<file path="config.mk">
export PLATFORM = sky130hd
export DESIGN_NAME = mac_array_sequencer_flat
export DESIGN_NICKNAME = d
export VERILOG_FILES = /design/src/rtl/mac_array_sequencer_if.sv /design/src/rtl/mac_array_sequencer.sv /design/src/flat_wrapper.sv
export SDC_FILE = /design/constraint.sdc
export NUM_CORES = 1
export LEC_CHECK = 0
export ABC_AREA = 1
export BUFFER_PORTS_ARGS = -buffer_cell sky130_fd_sc_hd__clkbuf_2
export CAP_MARGIN = 10
export CORE_MARGIN = 3
export CORE_UTILIZATION = 35
export CTS_CLUSTER_SIZE = 40
export DETAILED_ROUTE_END_ITERATION = 8
export HOLD_SLACK_MARGIN = 0.06
export SETUP_SLACK_MARGIN = 0.02
export SKIP_LAST_GASP = 1
export SLEW_MARGIN = 30
export SYNTH_ARGS = -nofsm -noshare
export SYNTH_HDL_FRONTEND = slang
export SYNTH_SLANG_ARGS = --single-unit
</file>
<file path="constraint.sdc">
create_clock -name clk -period 3.7 [get_ports clk]
set_clock_uncertainty 0.1 [all_clocks]
set_input_delay 0.37 -clock clk [delete_from_list [all_inputs] [get_ports clk]]
set_output_delay 0.37 -clock clk [all_outputs]
set_load 0.1 [all_outputs]
</file>
<file path="src/rtl/mac_array_sequencer_if.sv">
// Host command, array control and result stream bundle for mac_array_sequencer.
// master = sequencer side, slave = host/array side.
interface mac_array_sequencer_if #(
  parameter int ACC_W  = 16,
  parameter int N_MACS = 4
);
  logic                     cmd_valid;
  logic                     cmd_ready;
  logic [1:0]               cmd_op;
  logic [2:0]               cmd_mode;
  logic                     start_weight;
  logic                     start_valid_pipeline;
  logic                     start_layering;
  logic [2:0]               mode;
  logic                     clear_all;
  logic                     busy;
  logic [N_MACS*ACC_W-1:0]  acc_in;
  logic [N_MACS-1:0]        valid_out;
  logic                     res_valid;
  logic                     res_ready;
  logic signed [ACC_W-1:0]  res_data;
  logic [3:0]               res_idx;
  logic                     res_last;
  logic [N_MACS-1:0]        cap_mask;
  logic                     done;
  logic                     err_timeout;

  modport master (
    input  cmd_valid, cmd_op, cmd_mode, busy, acc_in, valid_out, res_ready,
    output cmd_ready, start_weight, start_valid_pipeline, start_layering, mode,
           clear_all, res_valid, res_data, res_idx, res_last, cap_mask, done,
           err_timeout
  );

  modport slave (
    output cmd_valid, cmd_op, cmd_mode, busy, acc_in, valid_out, res_ready,
    input  cmd_ready, start_weight, start_valid_pipeline, start_layering, mode,
           clear_all, res_valid, res_data, res_idx, res_last, cap_mask, done,
           err_timeout
  );
endinterface

</file>
<file path="src/rtl/mac_array_sequencer.sv">
// MAC array command sequencer: start pulse 1 cycle after accept, clear done at T+2.
// Captures lane accumulators on valid rising edges; result stream holds while res_ready is low.
module mac_array_sequencer #(
  parameter int ACC_W     = 16,
  parameter int N_MACS    = 4,
  parameter int BUSY_WAIT = 8,
  parameter int TIMEOUT   = 500
) (
  input logic                   clk,
  input logic                   rst,
  mac_array_sequencer_if.master bus
);
  localparam int CNT_MAX = (TIMEOUT > BUSY_WAIT) ? TIMEOUT : BUSY_WAIT;
  localparam int CNT_W   = $clog2(CNT_MAX + 1);
  localparam logic [CNT_W-1:0] L_BW_LAST = CNT_W'(BUSY_WAIT - 1);
  localparam logic [CNT_W-1:0] L_TO_LAST = CNT_W'(TIMEOUT - 1);

  typedef enum logic [2:0] {
    S_IDLE, S_ISSUE, S_WAIT_BUSY, S_RUN, S_DRAIN, S_DONE
  } state_t;

  state_t                  r_state, w_state_nxt;
  logic [1:0]              r_op;
  logic [CNT_W-1:0]        r_cnt;
  logic [N_MACS-1:0]       r_valid_prev, r_cap_mask, r_rem;
  logic signed [ACC_W-1:0] r_cap [N_MACS];

  logic                    r_cmd_ready, r_start_w, r_start_vp, r_start_l, r_clear;
  logic [2:0]              r_mode;
  logic                    r_res_valid, r_res_last, r_done, r_err;
  logic signed [ACC_W-1:0] r_res_data;
  logic [3:0]              r_res_idx;

  logic                    w_accept, w_take, w_any, w_err_set, w_clr_op;
  logic [N_MACS-1:0]       w_rise, w_mask_nxt, w_lo_hot;
  logic [3:0]              w_lo;
  logic signed [ACC_W-1:0] w_lo_dat;

  assign w_accept   = bus.cmd_valid & r_cmd_ready;
  assign w_clr_op   = (r_state == S_ISSUE) && (r_op == 2'b11);
  assign w_rise     = ((r_state == S_WAIT_BUSY) || (r_state == S_RUN)) ?
                      (bus.valid_out & ~r_valid_prev) : '0;
  assign w_mask_nxt = r_cap_mask | w_rise;
  assign w_any      = |r_rem;
  assign w_take     = (r_state == S_DRAIN) && (!r_res_valid || bus.res_ready);

  // Lowest remaining lane is the next beat; the descending loop leaves the lowest hit.
  always_comb begin
    w_lo     = '0;
    w_lo_hot = '0;
    w_lo_dat = '0;
    for (int i = N_MACS - 1; i >= 0; i--) begin
      if (r_rem[i]) begin
        w_lo        = 4'(i);
        w_lo_hot    = '0;
        w_lo_hot[i] = 1'b1;
        w_lo_dat    = r_cap[i];
      end
    end
  end

  always_ff @(posedge clk or posedge rst) begin
    if (rst) r_state <= S_IDLE;
    else     r_state <= w_state_nxt;
  end

  always_comb begin
    w_state_nxt = r_state;
    w_err_set   = 1'b0;
    case (r_state)
      S_IDLE:      if (w_accept) w_state_nxt = S_ISSUE;
      S_ISSUE:     w_state_nxt = (r_op == 2'b11) ? S_DONE : S_WAIT_BUSY;
      S_WAIT_BUSY: begin
        if (bus.busy) begin
          w_state_nxt = S_RUN;
        end else if (r_cnt == L_BW_LAST) begin
          // A weight load may finish before busy is ever seen.
          w_state_nxt = S_DRAIN;
          w_err_set   = (r_op != 2'b00);
        end
      end
      S_RUN: begin
        if (!bus.busy) begin
          w_state_nxt = S_DRAIN;
        end else if (r_cnt == L_TO_LAST) begin
          w_state_nxt = S_DRAIN;
          w_err_set   = 1'b1;
        end
      end
      S_DRAIN:     if (w_take && !w_any) w_state_nxt = S_DONE;
      S_DONE:      w_state_nxt = S_IDLE;
      default:     w_state_nxt = S_IDLE;
    endcase
  end

  always_ff @(posedge clk or posedge rst) begin
    if (rst) begin
      r_op         <= '0;
      r_cnt        <= '0;
      r_valid_prev <= '0;
      r_cap_mask   <= '0;
      r_rem        <= '0;
      r_cmd_ready  <= 1'b0;
      r_start_w    <= 1'b0;
      r_start_vp   <= 1'b0;
      r_start_l    <= 1'b0;
      r_clear      <= 1'b0;
      r_mode       <= '0;
      r_res_valid  <= 1'b0;
      r_res_data   <= '0;
      r_res_idx    <= '0;
      r_res_last   <= 1'b0;
      r_done       <= 1'b0;
      r_err        <= 1'b0;
    end else begin
      r_valid_prev <= bus.valid_out;
      r_cnt        <= (w_state_nxt != r_state) ? '0 : r_cnt + 1'b1;
      r_cmd_ready  <= (w_state_nxt == S_IDLE);
      r_start_w    <= w_accept && (bus.cmd_op == 2'b00);
      r_start_vp   <= w_accept && (bus.cmd_op == 2'b01);
      r_start_l    <= w_accept && (bus.cmd_op == 2'b10);
      r_clear      <= w_accept && (bus.cmd_op == 2'b11);
      r_done       <= (w_state_nxt == S_DONE);
      if (w_accept) begin
        r_op   <= bus.cmd_op;
        r_mode <= bus.cmd_mode;
      end
      if (w_accept || w_clr_op) r_cap_mask <= '0;
      else                      r_cap_mask <= w_mask_nxt;
      if (w_accept)       r_err <= 1'b0;
      else if (w_err_set) r_err <= 1'b1;
      if (r_state != S_DRAIN && w_state_nxt == S_DRAIN) begin
        r_rem <= w_mask_nxt;
      end else if (w_take && w_any) begin
        r_rem <= r_rem & ~w_lo_hot;
      end
      if (w_take) begin
        r_res_valid <= w_any;
        if (w_any) begin
          r_res_data <= w_lo_dat;
          r_res_idx  <= w_lo;
          r_res_last <= ((r_rem & ~w_lo_hot) == '0);
        end
      end
    end
  end

  always_ff @(posedge clk or posedge rst) begin
    if (rst) begin
      for (int i = 0; i < N_MACS; i++) r_cap[i] <= '0;
    end else if (w_clr_op) begin
      for (int i = 0; i < N_MACS; i++) r_cap[i] <= '0;
    end else begin
      for (int i = 0; i < N_MACS; i++)
        if (w_rise[i]) r_cap[i] <= bus.acc_in[i*ACC_W +: ACC_W];
    end
  end

  assign bus.cmd_ready            = r_cmd_ready;
  assign bus.start_weight         = r_start_w;
  assign bus.start_valid_pipeline = r_start_vp;
  assign bus.start_layering       = r_start_l;
  assign bus.mode                 = r_mode;
  assign bus.clear_all            = r_clear;
  assign bus.res_valid            = r_res_valid;
  assign bus.res_data             = r_res_data;
  assign bus.res_idx              = r_res_idx;
  assign bus.res_last             = r_res_last;
  assign bus.cap_mask             = r_cap_mask;
  assign bus.done                 = r_done;
  assign bus.err_timeout          = r_err;
endmodule

</file>
<file path="src/flat_wrapper.sv">
// flat-port wrapper written by rule: the top's interface ports become plain ports
module mac_array_sequencer_flat 
#(
  parameter int ACC_W     = 16,
  parameter int N_MACS    = 4,
  parameter int BUSY_WAIT = 8,
  parameter int TIMEOUT   = 500
)
  (clk, rst, bus_cmd_valid, bus_cmd_op, bus_cmd_mode, bus_busy, bus_acc_in, bus_valid_out, bus_res_ready, bus_cmd_ready, bus_start_weight, bus_start_valid_pipeline, bus_start_layering, bus_mode, bus_clear_all, bus_res_valid, bus_res_data, bus_res_idx, bus_res_last, bus_cap_mask, bus_done, bus_err_timeout);
  mac_array_sequencer_if #(.ACC_W(ACC_W), .N_MACS(N_MACS)) bus_i ();
  input logic clk;
  input logic rst;
  input wire logic [$bits(bus_i.cmd_valid)-1:0] bus_cmd_valid;
  input wire logic [$bits(bus_i.cmd_op)-1:0] bus_cmd_op;
  input wire logic [$bits(bus_i.cmd_mode)-1:0] bus_cmd_mode;
  input wire logic [$bits(bus_i.busy)-1:0] bus_busy;
  input wire logic [$bits(bus_i.acc_in)-1:0] bus_acc_in;
  input wire logic [$bits(bus_i.valid_out)-1:0] bus_valid_out;
  input wire logic [$bits(bus_i.res_ready)-1:0] bus_res_ready;
  output wire logic [$bits(bus_i.cmd_ready)-1:0] bus_cmd_ready;
  output wire logic [$bits(bus_i.start_weight)-1:0] bus_start_weight;
  output wire logic [$bits(bus_i.start_valid_pipeline)-1:0] bus_start_valid_pipeline;
  output wire logic [$bits(bus_i.start_layering)-1:0] bus_start_layering;
  output wire logic [$bits(bus_i.mode)-1:0] bus_mode;
  output wire logic [$bits(bus_i.clear_all)-1:0] bus_clear_all;
  output wire logic [$bits(bus_i.res_valid)-1:0] bus_res_valid;
  output wire logic [$bits(bus_i.res_data)-1:0] bus_res_data;
  output wire logic [$bits(bus_i.res_idx)-1:0] bus_res_idx;
  output wire logic [$bits(bus_i.res_last)-1:0] bus_res_last;
  output wire logic [$bits(bus_i.cap_mask)-1:0] bus_cap_mask;
  output wire logic [$bits(bus_i.done)-1:0] bus_done;
  output wire logic [$bits(bus_i.err_timeout)-1:0] bus_err_timeout;
  assign bus_i.cmd_valid = bus_cmd_valid;
  assign bus_i.cmd_op = bus_cmd_op;
  assign bus_i.cmd_mode = bus_cmd_mode;
  assign bus_i.busy = bus_busy;
  assign bus_i.acc_in = bus_acc_in;
  assign bus_i.valid_out = bus_valid_out;
  assign bus_i.res_ready = bus_res_ready;
  assign bus_cmd_ready = bus_i.cmd_ready;
  assign bus_start_weight = bus_i.start_weight;
  assign bus_start_valid_pipeline = bus_i.start_valid_pipeline;
  assign bus_start_layering = bus_i.start_layering;
  assign bus_mode = bus_i.mode;
  assign bus_clear_all = bus_i.clear_all;
  assign bus_res_valid = bus_i.res_valid;
  assign bus_res_data = bus_i.res_data;
  assign bus_res_idx = bus_i.res_idx;
  assign bus_res_last = bus_i.res_last;
  assign bus_cap_mask = bus_i.cap_mask;
  assign bus_done = bus_i.done;
  assign bus_err_timeout = bus_i.err_timeout;
  mac_array_sequencer #(.ACC_W(ACC_W), .N_MACS(N_MACS), .BUSY_WAIT(BUSY_WAIT), .TIMEOUT(TIMEOUT)) u_core (.clk(clk), .rst(rst), .bus(bus_i));
endmodule
</file>
==> results of run 1 <==
[power groups by stage]
stage	registers [W]	clock network, W	logic, W
2_1_floorplan	0.00318	0	0.00137
3_3_place_gp	0.00220	0	0.00299
3_5_place_dp	0.00221	0	0.00301
4_1_cts	0.00219	0.00164	0.00305
5_1_grt	0.00225	0.00171	0.00332
6_report	0.00219	0.00161	0.00303
[final cells by class]
| class | instances | area [µm²] | share of cell area (%) |
|---|---|---|---|
| Tap cell | 188 | 235 | 3.33 |
| Clock buffer | 20 | 457 | 6.46 |
| Clock inverter | 12 | 124 | 1.75 |
| Sequential cell | 120 | 3000 | 42.5 |
| Timing Repair Buffer | 147 | 918 | 13.0 |
| Inverter | 71 | 269 | 3.80 |
| Multi-Input combinational cell | 417 | 2070 | 29.2 |
[cells in the final DEF, fill, tap and decap left out, types with 2 or more instances in the layout]
master / instances
o211ai_1: 30
clkbuf_8: 2
nor3_4: 4
nand2_2: 5
nor2_1: 24
nand3_1: 61
buf_4: 3
inv_1: 61
clkbuf_16: 17
inv_2: 8
dfrtp_1: 120
nor3_1: 8
nor2_2: 13
conb_1: 2
inv_6: 2
o21ai_0: 54
a21oi_1: 7
nand2_1: 187
clkbuf_2: 111
nor2_4: 2
nand2_4: 2
clkinv_2: 6
xor2_1: 4
bufinv_16: 2
dlygate4sd3_1: 32
[final timing paths]
path                                             start                            to  slack (ns)
hold reg to reg              u_core.r_cnt[0]$_DFF_PP0_     u_core.r_cnt[0]$_DFF_PP0_        0.37
setup reg to reg           u_core.r_state[2]$_DFF_PP0_  u_core.r_cap[60]$_DFFE_PP0P_        1.23
min in group asynchronous                          rst     u_core.bus.done$_DFF_PP0_        0.54
setup / recovery           u_core.r_state[2]$_DFF_PP0_  u_core.r_cap[60]$_DFFE_PP0P_        1.23
hold / removal                          bus_acc_in[32]  u_core.r_cap[16]$_DFFE_PP0P_        0.07
max in group asynchronous                          rst  u_core.r_cap[55]$_DFFE_PP0P_        2.15
[synth_stat cells, types with 5 or more instances]
cell type / n
buf_2: 9
inv_1: 63
nor2_1: 24
nand2_2: 5
a21oi_1: 7
nor3_1: 8
o21ai_0: 54
nand2_1: 187
inv_2: 7
clkbuf_1: 16
o211ai_1: 30
dfrtp_1: 120
nor2_2: 13
nand3_1: 61
[per-layer routing]
layer	up-vias	routed length [µm]	GRT usage, %
met5	-	0	0
li1	2331	-	-
met2	143	6430	24.9
met4	0	338	7.32
met1	2170	6710	25.3
met3	24	674	3.33
[state kept, by name, indices dropped and copies added, names as in the netlist, 2 cells and up]
| register | count |
|---|---|
| u_core.bus.cap_mask | 4 |
| u_core.bus.mode | 3 |
| u_core.bus.res_data | 16 |
| u_core.bus.res_idx | 2 |
| u_core.r_cap | 64 |
| u_core.r_cnt | 9 |
| u_core.r_op | 2 |
| u_core.r_rem | 4 |
| u_core.r_state | 3 |
| u_core.r_valid_prev | 4 |
[worst max-delay path, cell delays in order (launching register included)]
cell	delay, ns
dfrtp_1	0.43
inv_2	0.15
nand2_2	0.10
nor2_2	0.16
nand2_4	0.35
nand2_1	0.80
nand3_1	0.15
o21ai_0	0.12
[kinds of logic (layout without fill, tap and decap cells)]
group	count (synthesis)	count (layout)	share of synthesized area, %
DFF	120	120	55.0
AOI/OAI and AO/OA	98	98	10.7
buffers and inverters	99	250	7.15
other	1	2	0.0687
and+or+nand+nor	310	310	25.7
adders and majority gates	1	1	0.229
xor gates and xnor gates	6	6	1.10
[per-stage QoR]
step                cells  total power (W)  utilization [%]  instance area (µm²)
floorplan             636          0.00455                -                 5460
global placement      911          0.00519             40.6                 6170
detailed placement    911          0.00522             40.6                 6170
CTS                   975          0.00688             46.5                 7070
global route          975          0.00728             46.5                 7070
finish                975          0.00682             46.5                 7070
[timing repair]
action | 4_1_cts | 5_1_grt
hold buffers | 32 | 0
endpoints found under the hold margin | 89 | 0
endpoints found under the setup margin | 0 | 0
setup buffers | 0 | 0
gates resized for setup | 0 | 0
==> impl_metrics.ini, run 1 <==
[status]
status = finished, final reports clean

[power]
pwr_density_cell_nw_per_um2 = 965
p_comb_share_pct = 44.4
p_switching_w = 0.00324
seq_power_share_pct = 32.1
vdd_drop_max_uv = 513
internal_power_w = 0.00358
clkPwrFrac_pct = 23.5
power_leakage_nw = 3.58
switching_share_pct = 47.5

[synthesis]
ys_warn_count = 0
postSynthCellCount = 635
ys_seq_area_share_pct = 55.0
netlist_area_um2 = 5460
synth_top_area_cell = dfrtp_1
yosysUniqueCellTypes = 36
synth_ff_type = dfrtp_1
synth_seq_cells = 120
yosys-top-cells-area = dfrtp_1, nand2_1, nand3_1
async_reset_ff_share_pct = 100
synth.avg_cell_area_um2 = 8.59
synth_edf_count = 0
netlist.area_leader.share_pct = 55.0

[finish]
fillers = 1515
n_antenna_cell = 0
drive_gt1_share_pct = 23.5
area_growth_pct = 29.6
final_nets = 853

[sta]
final.setup.tns_ns = 0
slew_viol_final = 0
period_needed_ns = 2.47
post-route-period-util_pct = 66.8
slew_headroom_pct = 41.5
rsz0062_at_grt = no
fmax_mhz = 405
worst_pin_slew_ns = 0.875
report.final.hold_viol_count = 0
setup_slack_ns = 1.23
whs_ns = 0.0679
setup_violations = 0

[setup_path]
cp-end-kind = flip-flop
crit_arrival_ns = 2.68
cp.required_ns = 3.91
cp_max_fo = 52
path_class = flip-flop to flip-flop
reg2reg_depth = 7
start_kind = flip-flop

[placed_design]
dp_hpwl_um = 9940
place.gp.congestion = 0.831
numPortBuffers = 111
dp_worst_setup_slack_ns = 1.24

[floorplan]
rows = 45
ios = 114
dieArea_um2 = 17100
core_um2 = 15200
start_util_pct = 35.9
die-width_um = 131
die_y_um = 131

[clock_tree]
insertion_delay_ns = 0.42
cts_tree = yes
clock_sink_count = 120
root_buffer = clkbuf_16
numCtsBuffers = 17
path_clk_slew_ns = 0.05
cts.path.max_buffers = 2
htree_levels = 4

[grt]
grt_start_max_net_pins = 63
grt_pass1_vias = 4420
overflow = 0
antenna_found_initial = 0
grt_use_total_pct = 17.2
grt_pass1_wl_um = 22700

[routing]
dr.pass1.iters = 4
drc_errors = 0
via_per_inst = 4.79
antenna_left = 0
wl_per_cell_um = 14.5
num_vias = 4668
wl_um = 14100
first_iter_violations = 309

[worst_hold_path]
hold_class = input pin to flip-flop
holdPathStages = 3

[job]
maxCapViolCount = 0
(Power assumes the default switching activity.)
==> run 2, diff against run 1 <==
Clock period 3.7 ns to 2.1 ns, I/O delays scaled along.
==> run 2 against run 1 <==
  * First-iteration DRC count shrank 28%
  * Wire length increased by 3.1%
  * Flip-flop and latch count unchanged
  * Critical endpoint is now u_core.r_cnt[2]$_DFF_PP0_
  * Critical path depth grew 5
==> impl_metrics.ini, run 2 (synthesis results as in run 1) <==
[floorplan]
ios = 114
dieArea_um2 = 17100
die-width_um = 131
start_util_pct = 35.9
die_y_um = 131
rows = 45
core_um2 = 15200

[power]
pwr_density_cell_nw_per_um2 = 1600
p_comb_share_pct = 45.7
seq_power_share_pct = 30.9
totalPowerFinal_w = 0.0123
internal_power_w = 0.00650
vdd_drop_max_uv = 820
switching_share_pct = 47.0
clkPwrFrac_pct = 23.5
p_switching_w = 0.00576
power_leakage_nw = 3.82

[sta]
fmax_mhz = 537
slew_headroom_pct = 55.9
worst_pin_slew_ns = 0.660
slew_viol_final = 0
report.final.hold_viol_count = 0
final.setup.tns_ns = 0
period_needed_ns = 1.86
rsz0062_at_grt = no
whs_ns = 0.158
post-route-period-util_pct = 88.7
setup_slack_ns = 0.237
setup_violations = 0

[clock_tree]
path_clk_slew_ns = 0.05
cts_tree = yes
cts.path.max_buffers = 2
root_buffer = clkbuf_16
insertion_delay_ns = 0.41
clock_sink_count = 120
htree_levels = 4
numCtsBuffers = 17
cts_setup_buffers = 0

[setup_path]
cp-end-kind = flip-flop
worstPathCellList = ha_1 > nand2_1 > inv_1 > nand2_1 > nor2_1 > nand2_1 > nand2_1 > nor2_2 > nor2_4 > a21oi_2 > nand2_4 > nor2_2
cp.required_ns = 2.34
crit_slowest_cell = dfrtp_1
path_class = flip-flop to flip-flop
crit_arrival_ns = 2.11
start_kind = flip-flop
cpPeakStageDelay_ns = 0.40
cp_max_fo = 9
crit_top_cell = nand2_1

[grt]
use_met1_pct = 25.7
grt_start_max_net_pins = 43
overflow = 0
grt_use_met3_pct = 3.37
top_usage_layer = met2
grt_pass1_vias = 4657
grt_pass1_wl_um = 23500
globalRouteMet2Util_pct = 26.2
grt_use_total_pct = 17.7
antenna_found_initial = 0

[finish]
layout_commonest_cell = nand2_1
largest_register = u_core.r_cap
layout_common_cells = nand2_1, dfrtp_1, clkbuf_2
final_nets = 909
largest_reg_flops = 64
post-route-util_pct = 50.3
n_antenna_cell = 0
drive_gt1_share_pct = 23.7
area_growth_pct = 40.1

[routing]
wl_um = 14600
wl_per_cell_um = 14.1
antenna_left = 0
via_per_inst = 4.68
drc_errors = 0
num_vias = 4824
first_iter_violations = 224
dr.pass1.iters = 5

[placed_design]
dp_hpwl_um = 10100
place.gp.congestion = 0.842
numPortBuffers = 111
dp_worst_setup_slack_ns = 0.215

[status]
status = finished, final reports clean

[job]
maxCapViolCount = 0

[worst_hold_path]
hold_class = input pin to flip-flop
-- run 2: cell count changes in the layout (fill, tap and decap cells not counted), sizes merged --
cell	change
buf	+13
clkinv	-2
clkinvlp	+4
dlygate4sd3	+43
inv	-2
-- run 2: cell type report --
cell class              instances  area, µm²
clock buffers                  20        467
fillers                      1451       7560
flip-flops and latches        120       3010
multi-input cells             417       2070
inverters                      71        270
clock inverters                12        124
well taps                     188        235
repair buffers                203       1470
-- run 2: stage by stage --
step | instance area (µm²) | cells
2_1_floorplan | 5470 | 636
3_3_place_gp | 6300 | 924
3_5_place_dp | 6300 | 924
4_1_cts | 7640 | 1031
5_1_grt | 7640 | 1031
6_report | 7640 | 1031
-- run 2: worst paths after layout --
path / cells past startpoint / startpoint / to / slack (ns)
max: 12 / u_core.r_cnt[0]$_DFF_PP0_ / u_core.r_cnt[2]$_DFF_PP0_ / 0.24
max in group asynchronous: 4 / rst / u_core.r_cap[12]$_DFFE_PP0P_ / 0.92
min in group asynchronous: 3 / rst / u_core.bus.done$_DFF_PP0_ / 0.28
max reg2reg: 12 / u_core.r_cnt[0]$_DFF_PP0_ / u_core.r_cnt[2]$_DFF_PP0_ / 0.24
min: 3 / bus_busy / u_core.bus.done$_DFF_PP0_ / 0.16
min reg2reg: 1 / u_core.r_cnt[0]$_DFF_PP0_ / u_core.r_cnt[0]$_DFF_PP0_ / 0.37
-- run 2: power by group through the flow --
stage / Sequential (W) / Clock, W / Combinational, W
2_1_floorplan: 0.00561 / 0 / 0.00241
3_3_place_gp: 0.00380 / 0 / 0.00547
3_5_place_dp: 0.00381 / 0 / 0.00551
4_1_cts: 0.00378 / 0.00293 / 0.00563
5_1_grt: 0.00387 / 0.00305 / 0.00613
6_report: 0.00378 / 0.00288 / 0.00560
-- run 2: worst max-delay path, delay by kind of cell, from the launching register on --
kind                       cells  cell delay (ns)
adders and majority gates      1             0.24
DFF                            1             0.40
AOI/OAI and AO/OA              1             0.15
and+or+nand+nor                9             0.85
buffers and inverters          1             0.06
-- run 2: metal layers --
layer  up-vias  wire (µm)
met5         -          0
met4         0        351
met3        25        683
met2       124       6590
met1      2241       6950
li1       2434          -
-- run 2: what timing repair did --
item,CTS,global route
endpoints found under the hold margin,93,0
hold buffers,75,0
gates resized for setup,0,1
endpoints found under the setup margin,0,5
==> run 3, diff against run 2 <==
Settings changed: ABC_CLOCK_PERIOD_IN_PS from default to 2100, BUFFER_PORTS_ARGS -buffer_cell sky130_fd_sc_hd__clkbuf_2 to -buffer_cell sky130_fd_sc_hd__buf_2.
==> run 3 against run 2 <==
  * Largest cell class unchanged
  * Global-route usage grew 0.54 points
  * Die area is the same
  * Fmax decreased by 1.2%
  * Largest power group unchanged
  * Flip-flop and latch count is the same
==> impl_metrics.ini, run 3 (synthesis results as in run 1) <==
[clock_tree]
cts_tree = yes
root_buffer = clkbuf_16
clock_sink_count = 120
cts_resized = 0
cts_setup_buffers = 0
cts.path.max_buffers = 2
path_clk_slew_ns = 0.05
insertion_delay_ns = 0.41
numCtsBuffers = 17
htree_levels = 4

[power]
pwr_density_cell_nw_per_um2 = 1620
power_leakage_nw = 3.82
vdd_drop_max_uv = 829

[finish]
layout_commonest_cell = nand2_1
largest_reg_flops = 64
multiInputGateArea_um2 = 2070
n_antenna_cell = 0
final_area_um2 = 7670
layout_common_cells = nand2_1, dfrtp_1, buf_2
fillers = 1442
drive_gt1_share_pct = 23.3
final_nets = 910
largest_register = u_core.r_cap
ff_latch_area_um2 = 3010
area_growth_pct = 40.6

[grt]
grt_start_max_net_pins = 50
antenna_found_initial = 0
grt_use_total_pct = 18.3
globalRouteMet2Util_pct = 28.1
overflow = 0
top_usage_layer = met2
grt_pass1_vias = 4804
use_met1_pct = 25.7
grt_pass1_wl_um = 24100
grt_use_met3_pct = 3.58

[setup_path]
crit_top_cell = nand2_1
cp_max_fo = 7
cpPeakStageDelay_ns = 0.37
crit_arrival_ns = 2.09
cp-end-kind = flip-flop
path_class = flip-flop to flip-flop
crit_slowest_cell = dfrtp_1
worstPathCellList = ha_1 > nand2_1 > nor2_1 > nand2_1 > a21oi_1 > nor2_2 > nor2_2 > nand2_2 > nand3_1 > nand2_1
cp.required_ns = 2.30
start_kind = flip-flop

[sta]
slew_headroom_pct = 58.0
rsz0062_at_grt = no
period_needed_ns = 1.89
setup_violations = 0
report.final.hold_viol_count = 0
slew_viol_final = 0
setup_slack_ns = 0.214
fmax_mhz = 530
final.setup.tns_ns = 0
worst_pin_slew_ns = 0.629
post-route-period-util_pct = 89.8

[floorplan]
die-width_um = 131
ios = 114
rows = 45
dieArea_um2 = 17100
start_util_pct = 35.9
core_um2 = 15200
die_y_um = 131

[status]
status = finished, final reports clean

[worst_hold_path]
hold_class = input pin to flip-flop

[routing]
antenna_left = 0
first_iter_violations = 241
wl_per_cell_um = 14.4
wl_um = 14800
via_per_inst = 4.78
num_vias = 4931
drc_errors = 0
dr.pass1.iters = 5

[job]
maxCapViolCount = 0

[placed_design]
dp_hpwl_um = 10200
place_area_um2 = 6310
dp_worst_setup_slack_ns = 0.238
numPortBuffers = 111
place.gp.congestion = 0.831
-- run 3: layout make-up --
class	instances	area share (%)
Clock buffer	23	6.10
Sequential cell	120	39.2
Timing Repair Buffer	204	19.3
Multi-Input combinational cell	417	26.9
Clock inverter	8	1.89
Inverter	71	3.52
Tap cell	188	3.07
-- run 3: routing by layer --
metal,wire (µm),up-vias
li1,-,2433
met1,7070,2356
met2,6870,115
met3,563,27
met4,344,0
met5,0,-
-- run 3: repair_timing --
| item | CTS | global route |
|---|---|---|
| endpoints found under the setup margin | 0 | 0 |
| hold endpoints to repair | 93 | 0 |
| hold buffers | 75 | 0 |
-- run 3: path summary, 6_finish.rpt --
kind	from	to	slack (ns)	cells after the start
setup / recovery	u_core.r_cnt[0]$_DFF_PP0_	u_core.r_rem[3]$_DFFE_PP0P_	0.21	10
hold / removal	bus_busy	u_core.bus.done$_DFF_PP0_	0.14	3
setup reg to reg	u_core.r_cnt[0]$_DFF_PP0_	u_core.r_rem[3]$_DFFE_PP0P_	0.21	10
hold reg to reg	u_core.r_cnt[0]$_DFF_PP0_	u_core.r_cnt[0]$_DFF_PP0_	0.36	1
max in group asynchronous	rst	u_core.bus.mode[1]$_DFFE_PP0P_	0.95	4
min in group asynchronous	rst	u_core.bus.start_valid_pipeline$_DFF_PP0_	0.27	3
-- run 3: metrics by stage --
step	utilization [%]	hold WS, ns	instances	total power, W
finish	50.5	0.139	1031	0.0124
global route	50.5	0.163	1031	0.0132
CTS	50.5	0.134	1031	0.0125
detailed placement	41.5	0.160	925	0.00933
global placement	41.5	0.162	925	0.00926
floorplan	-	0.141	636	0.00801
-- run 3: power by group --
part           leakage [nW]  internal, W  switching (W)
clock                 0.293      0.00204       0.000994
combinational          2.00      0.00140        0.00422
sequential             1.53      0.00328       0.000496
-- run 3: worst max-delay path: cells and delay by family, from the launching register on --
| family | cells | cell delay [ns] |
|---|---|---|
| AND/OR/NAND/NOR | 8 | 0.91 |
| flip-flops | 1 | 0.37 |
| adder cells (fa/ha/maj) | 1 | 0.22 |
| AO/OA/AOI/OAI | 1 | 0.17 |
